`src/rtl/montgomery_modexp_engine_if.sv`:
```
// Request/result handshake bundle for montgomery_modexp_engine.
// master = requester/consumer, slave = engine.
interface montgomery_modexp_engine_if #(
  parameter int WORD_WIDTH = 32,
  parameter int EXP_WIDTH  = 32
);
  logic                  start_valid;
  logic                  start_ready;
  logic [WORD_WIDTH-1:0] m;
  logic [WORD_WIDTH-1:0] x;
  logic [EXP_WIDTH-1:0]  e;
  logic [WORD_WIDTH-1:0] r2_mod_m;
  logic                  res_valid;
  logic                  res_ready;
  logic [WORD_WIDTH-1:0] result;
  logic                  err;

  modport master (
    output start_valid, m, x, e, r2_mod_m, res_ready,
    input  start_ready, res_valid, result, err
  );

  modport slave (
    input  start_valid, m, x, e, r2_mod_m, res_ready,
    output start_ready, res_valid, result, err
  );
endinterface

```
`src/rtl/montgomery_modexp_engine.sv`:
```
// x^e mod m by left-to-right square-and-multiply over a bit-serial radix-2 Montgomery multiplier.
// Optional MODEXP_CONST_TIME_EN: fixed-latency schedule (no SCAN, MULT on every bit).
module montgomery_modexp_engine #(
  parameter int WORD_WIDTH = 32,
  parameter int EXP_WIDTH  = 32
) (
  input  logic clk,
  input  logic reset_n,
  montgomery_modexp_engine_if.slave bus
);
  localparam int CW = $clog2(WORD_WIDTH + 1);
  localparam int BW = $clog2(EXP_WIDTH);

  typedef enum logic [2:0] {IDLE, PRE_X, PRE_A, SCAN, SQUARE, MULT, FINAL, DONE} state_t;

  state_t state, state_nx;

  logic [WORD_WIDTH-1:0] m_r, x_r, r2_r, x_t, a_r, result_r;
  logic [EXP_WIDTH-1:0]  esh;
  logic [BW-1:0]         bidx;
  logic                  err_r;

  logic [WORD_WIDTH+1:0] acc, acc_nx;
  logic [CW-1:0]         cnt;
  logic [WORD_WIDTH-1:0] mm_a, mm_b, mm_res, a_sh;
  logic [WORD_WIDTH+2:0] s1, s2;
  logic                  mm_busy, mm_done, a_bit, acc_ge;
  logic                  cur_bit, bit_last, accept;
  logic                  esh_shift, a_load, xt_load, res_load;
  logic                  unused_bits;

  assign accept   = (state == IDLE) && bus.start_valid;
  assign cur_bit  = esh[EXP_WIDTH-1];
  assign bit_last = (bidx == '0);

  // Operand routing: the multiplier runs whenever the FSM sits in an MM state.
  always_comb begin
    mm_a    = '0;
    mm_b    = '0;
    mm_busy = 1'b1;
    case (state)
      PRE_X:  begin mm_a = x_r;                 mm_b = r2_r; end
      PRE_A:  begin mm_a = WORD_WIDTH'(1);      mm_b = r2_r; end
      SQUARE: begin mm_a = a_r;                 mm_b = a_r;  end
      MULT:   begin mm_a = a_r;                 mm_b = x_t;  end
      FINAL:  begin mm_a = a_r;                 mm_b = WORD_WIDTH'(1); end
      default: mm_busy = 1'b0;
    endcase
  end

  assign mm_done = mm_busy && (cnt == CW'(WORD_WIDTH));

  // One radix-2 step: add a_i*b, make even with q*m, halve.
  always_comb begin
    a_sh   = mm_a >> cnt;
    a_bit  = a_sh[0];
    s1     = {1'b0, acc} + (a_bit ? {3'b0, mm_b} : '0);
    s2     = s1 + (s1[0] ? {3'b0, m_r} : '0);
    acc_nx = s2[WORD_WIDTH+2:1];
    acc_ge = (acc >= {2'b0, m_r});
    mm_res = acc_ge ? (acc[WORD_WIDTH-1:0] - m_r) : acc[WORD_WIDTH-1:0];
  end

  assign unused_bits = ^{s2[0], a_sh[WORD_WIDTH-1:1]};

  always_ff @(posedge clk or negedge reset_n) begin
    if (!reset_n) begin
      acc <= '0;
      cnt <= '0;
    end else if (!mm_busy || mm_done) begin
      acc <= '0;
      cnt <= '0;
    end else begin
      acc <= acc_nx;
      cnt <= cnt + 1'b1;
    end
  end

  always_ff @(posedge clk or negedge reset_n) begin
    if (!reset_n) state <= IDLE;
    else          state <= state_nx;
  end

  always_comb begin
    state_nx  = state;
    esh_shift = 1'b0;
    a_load    = 1'b0;
    xt_load   = 1'b0;
    res_load  = 1'b0;
    case (state)
      IDLE:  if (bus.start_valid) state_nx = bus.m[0] ? PRE_X : DONE;
      PRE_X: if (mm_done) begin
        xt_load  = 1'b1;
        state_nx = PRE_A;
      end
      PRE_A: if (mm_done) begin
        a_load = 1'b1;
`ifdef MODEXP_CONST_TIME_EN
        state_nx = SQUARE;
`else
        state_nx = SCAN;
`endif
      end
      SCAN: begin
        if (cur_bit)       state_nx = SQUARE;
        else if (bit_last) state_nx = FINAL;
        else               esh_shift = 1'b1;
      end
      SQUARE: if (mm_done) begin
        a_load = 1'b1;
`ifdef MODEXP_CONST_TIME_EN
        state_nx = MULT;
`else
        if (cur_bit)       state_nx = MULT;
        else if (bit_last) state_nx = FINAL;
        else               esh_shift = 1'b1;
`endif
      end
      // A is only replaced when the bit is set; the dummy product is dropped otherwise.
      MULT: if (mm_done) begin
        a_load = cur_bit;
        if (bit_last) state_nx = FINAL;
        else begin
          state_nx  = SQUARE;
          esh_shift = 1'b1;
        end
      end
      FINAL: if (mm_done) begin
        res_load = 1'b1;
        state_nx = DONE;
      end
      DONE:    if (bus.res_ready) state_nx = IDLE;
      default: state_nx = IDLE;
    endcase
  end

  always_ff @(posedge clk or negedge reset_n) begin
    if (!reset_n) begin
      m_r      <= '0;
      x_r      <= '0;
      r2_r     <= '0;
      x_t      <= '0;
      a_r      <= '0;
      esh      <= '0;
      bidx     <= '0;
      result_r <= '0;
      err_r    <= 1'b0;
    end else begin
      if (accept) begin
        m_r      <= bus.m;
        x_r      <= bus.x;
        r2_r     <= bus.r2_mod_m;
        esh      <= bus.e;
        bidx     <= BW'(EXP_WIDTH - 1);
        result_r <= '0;
        err_r    <= ~bus.m[0];
      end
      if (xt_load)   x_t <= mm_res;
      if (a_load)    a_r <= mm_res;
      if (res_load)  result_r <= mm_res;
      if (esh_shift) begin
        esh  <= {esh[EXP_WIDTH-2:0], 1'b0};
        bidx <= bidx - 1'b1;
      end
    end
  end

  assign bus.start_ready = (state == IDLE);
  assign bus.res_valid   = (state == DONE);
  assign bus.result      = result_r;
  assign bus.err         = err_r;
endmodule

```
`src/flat_wrapper.sv`:
```
// flat-port wrapper written by rule: the top's interface ports become plain ports
module montgomery_modexp_engine_flat 
#(
  parameter int WORD_WIDTH = 32,
  parameter int EXP_WIDTH  = 32
)
  (clk, reset_n, bus_start_valid, bus_m, bus_x, bus_e, bus_r2_mod_m, bus_res_ready, bus_start_ready, bus_res_valid, bus_result, bus_err);
  montgomery_modexp_engine_if #(.WORD_WIDTH(WORD_WIDTH), .EXP_WIDTH(EXP_WIDTH)) bus_i ();
  input  logic clk;
  input  logic reset_n;
  input wire logic [$bits(bus_i.start_valid)-1:0] bus_start_valid;
  input wire logic [$bits(bus_i.m)-1:0] bus_m;
  input wire logic [$bits(bus_i.x)-1:0] bus_x;
  input wire logic [$bits(bus_i.e)-1:0] bus_e;
  input wire logic [$bits(bus_i.r2_mod_m)-1:0] bus_r2_mod_m;
  input wire logic [$bits(bus_i.res_ready)-1:0] bus_res_ready;
  output wire logic [$bits(bus_i.start_ready)-1:0] bus_start_ready;
  output wire logic [$bits(bus_i.res_valid)-1:0] bus_res_valid;
  output wire logic [$bits(bus_i.result)-1:0] bus_result;
  output wire logic [$bits(bus_i.err)-1:0] bus_err;
  assign bus_i.start_valid = bus_start_valid;
  assign bus_i.m = bus_m;
  assign bus_i.x = bus_x;
  assign bus_i.e = bus_e;
  assign bus_i.r2_mod_m = bus_r2_mod_m;
  assign bus_i.res_ready = bus_res_ready;
  assign bus_start_ready = bus_i.start_ready;
  assign bus_res_valid = bus_i.res_valid;
  assign bus_result = bus_i.result;
  assign bus_err = bus_i.err;
  montgomery_modexp_engine #(.WORD_WIDTH(WORD_WIDTH), .EXP_WIDTH(EXP_WIDTH)) u_core (.clk(clk), .reset_n(reset_n), .bus(bus_i));
endmodule
```
`config.mk`:
```
export PLATFORM = sky130hd
export DESIGN_NAME = montgomery_modexp_engine_flat
export DESIGN_NICKNAME = d
export VERILOG_FILES = /design/src/rtl/montgomery_modexp_engine_if.sv /design/src/rtl/montgomery_modexp_engine.sv /design/src/flat_wrapper.sv
export SDC_FILE = /design/constraint.sdc
export NUM_CORES = 1
export LEC_CHECK = 0
export ABC_AREA = 1
export BUFFER_PORTS_ARGS = -buffer_cell sky130_fd_sc_hd__buf_2
export CAP_MARGIN = 20
export CORE_UTILIZATION = 35
export DETAILED_ROUTE_END_ITERATION = 10
export PLACE_DENSITY = 0.57
export SLEW_MARGIN = 30
export SYNTH_ARGS = -nofsm -noshare
export SYNTH_HDL_FRONTEND = slang
export SYNTH_SLANG_ARGS = --single-unit
```
`constraint.sdc`:
```
create_clock -name clk -period 4.7 [get_ports clk]
set_clock_uncertainty 0.2 [all_clocks]
set_input_delay 0.235 -clock clk [delete_from_list [all_inputs] [get_ports clk]]
set_output_delay 0.235 -clock clk [all_outputs]
set_load 0.02 [all_outputs]
```
==> out/results.ini <==
[outcome]
status = complete, but fails checks
violations = setup timing

[synth]
synthFlopType = sky130_fd_sc_hd__dfrtp_1
syn-instance-count = 2661
synth_area_mm2 = 0.0185
asyncSetResetFlopFracSynth_pct = 100
synth_enable_flop_cells = 0
syn_nets = 2895
ys_types = 49
synth-warning-count = 0
synth.avg_cell_area_um2 = 6.97
synth_sequential_area_ratio_pct = 36.8
ys_ff_latch = 273

[drt]
initialDrtViolationCount = 1644
post-route-drc-count = 0
postRouteWirelength_um = 73900
post_route_antenna_net_violation_count = 0
vias = 20300
routedWlPerCell_um = 18.4
drt-pass1-iter-count = 8
via_per_inst = 5.07

[layout]
area_of_all_sequential_standard_cells_mm2 = 0.00683
multi_input_area_mm2 = 0.0122
final_design_area_no_fill_mm2 = 0.0275
num-nets-final = 3540
final_util_pct = 53.0
antenna-diode-count = 0
fraction_of_layout_instances_using_a_drive_strength_above_1_pct = 29.8
final-instance-count-excl-fill = 4013
fillCellCount = 4971
syn_to_final_growth_pct = 48.1

[critical_path]
cp_data_arrival_time_ns = 5.42
critical_path.max_stage_delay_ns = 0.44
critical_path_class = reg2reg
path_depth_of_the_worst_reg2reg_path = 35
crit_path_end_kind = flip-flop
worstPathRequired_ns = 4.98
crit_slowest_cell = sky130_fd_sc_hd__dfrtp_1
r2r_slack_ns = -0.44
crit_path_frequent_cell = sky130_fd_sc_hd__nand2_2
critical_path_peak_fanout = 8
cp-start-kind = flip-flop

[clock_network]
clock_tree.buffer_depth = 3
clkLatencyLatePin_ns = 0.56
cts_made_buffers = 35
tritoncts = done
clk_slew_on_worst_s_h_paths_ns = 0.06
cts_root_buf = sky130_fd_sc_hd__clkbuf_16
tritoncts_num_sinks = 273
cts_htree_levels = 2

[floorplanning]
design.core.area_mm2 = 0.0518
placement_rows = 83
total_die_area_mm2 = 0.0539
fp.dieH_um = 232
dieWidth_um = 232
io-pin-count = 167
initial_core_utilization_pct = 35.8

[sta]
grt_setup_unrepaired = true
finalHoldWorstSlack_ns = 0.0687
final_min_period_over_clock_period_pct = 109
report.final.slew_viol_count = 0
slew-limit-headroom_pct = 48.7
max_freq_ghz = 0.195
postLayoutSetupSlackWorst_ns = -0.439
final-hold-violation-count = 0
finalSetupTns_ns = -6.04
finalCriticalPeriod_ns = 5.14
worstMarginPinSlew_ns = 0.770
final_setup_vio_count = 23

[power_and_ir_drop]
leakagePower_uw = 0.0142
max_vdd_drop_mv = 0.175
power.density_cell_area_mw_per_mm2 = 207

[global_route]
grt_pass1_vias = 19500
global_route.overflow_total = 0
largest_net_degree_at_the_start_of_global_routing = 110
track_usage_pct = 26.7
wire_length_of_the_first_global_routing_pass_um = 111000
antenna_found_initial = 0

[min_path]
worstHoldPathType = in2async

[placed_design]
port_buffers = 166
place_congestion = 0.999
post_dp_cell_area_mm2 = 0.0224
dp.final_hpwl_um = 56000
dp_cells = 3758

[job]
maxCapViolations = 0

layout by cell type (no fill, tap or decap), drive strengths merged, types with 37 or more instances in the layout:
| cell | instances |
|---|---|
| nand2 | 988 |
| buf | 557 |
| dfrtp | 273 |
| inv | 268 |
| nor2 | 246 |
| nand3 | 173 |
| a21oi | 148 |
| dlygate4sd3 | 133 |
| o21ai | 125 |
| ha | 99 |
| clkbuf | 46 |
| nand3b | 37 |
path summary, 6_finish.rpt:
path / startpoint / end
hold / removal: reset_n / u_core.m_r[15]$_DFFE_PN0P_
setup / recovery: u_core.state[0]$_DFFE_PN0P_ / u_core.acc[31]$_DFF_PN0_
hold reg to reg: u_core.esh[19]$_DFFE_PN0P_ / u_core.esh[19]$_DFFE_PN0P_
min in group clk: bus_res_ready / u_core.state[1]$_DFFE_PN0P_
max in group asynchronous: reset_n / u_core.esh[29]$_DFFE_PN0P_
setup reg to reg: u_core.state[0]$_DFFE_PN0P_ / u_core.acc[31]$_DFF_PN0_
where the power goes:
group          switching, uW  internal (uW)  total, uW
Combinational            182            164        346
Sequential              42.3           2410       2450
Clock                   1140           1760       2900
Total                   1360           4330       5700
critical path: cells and delay by family (launching register included):
kind                     cells  cell delay (ns)
buffers and inverters        8             1.13
AO/OA/AOI/OAI                8             1.31
XOR/XNOR                     1             0.15
flip-flops                   1             0.44
adder cells (fa/ha/maj)      2             0.50
AND/OR/NAND/NOR             16             1.32
cell type report:
type	count	share of cell area, %
flip-flops and latches	273	24.9
clock buffers	45	3.54
clock inverters	19	0.979
well taps	680	3.10
inverters	266	3.64
multi-input cells	2039	44.3
repair buffers	691	19.6
routing by layer:
layer  vias up  part of all wire, %  global-route usage [%]
li1       9916                    -                       -
met1      9666                   45                    36.9
met2       652                   47                    43.5
met3       101                  5.2                    3.20
met4         0                  2.7                    7.81
met5         -                    0                       0
metrics by stage:
step	power [uW]	setup WS [ns]
after floorplan	2580	0.0335
after global placement	2750	-0.698
after detailed placement	2760	-0.701
after CTS	5770	-0.334
after global routing	5890	-0.720
final	5700	-0.439
synthesized netlist by cell type (29+ instances only):
library cell                 n  share of area (%)
sky130_fd_sc_hd__buf_2      31               0.84
sky130_fd_sc_hd__inv_1     257                5.2
sky130_fd_sc_hd__xor2_1     29                1.4
sky130_fd_sc_hd__a22oi_1    33                1.3
sky130_fd_sc_hd__o21ai_0   118                3.2
sky130_fd_sc_hd__nand2_1   978                 20
sky130_fd_sc_hd__clkbuf_1   39               0.79
sky130_fd_sc_hd__a221oi_1   32                1.5
sky130_fd_sc_hd__a21oi_1   148                4.0
sky130_fd_sc_hd__nand3_1   173                4.7
sky130_fd_sc_hd__nor2_1    212                4.3
sky130_fd_sc_hd__nand3b_1   37                1.5
sky130_fd_sc_hd__ha_1       99                6.7
sky130_fd_sc_hd__nor2_2     32                1.1
sky130_fd_sc_hd__dfrtp_1   273                 37
logic make-up after synthesis:
kind of cell               share of synthesized area, %
and+or+nand+nor                                    33.4
AOI/OAI and AO/OA                                  12.7
buffers and inverters                              7.68
DFF                                                36.8
adders and majority gates                          7.00
xor gates and xnor gates                           2.46
state kept, by name (all words and copies together) (netlist names), 6 cells and up:
register / flops
u_core.r2_r: 32
u_core.cnt: 6
u_core.a_r: 32
u_core.esh: 32
u_core.bus.result: 32
u_core.acc: 34
u_core.m_r: 32
u_core.x_r: 32
u_core.x_t: 32
timing repair:
| action | in CTS | in global routing |
|---|---|---|
| pin swaps | 48 | 111 |
| endpoints found under the hold margin | 222 | 0 |
| hold buffers | 133 | 0 |
| gates resized for setup | 218 | 235 |
| buffers inserted | 40 | 18 |
| endpoints found under the setup margin | 25 | 28 |
| cloned | 3 | 1 |
Power figures use the tool's default switching activity.
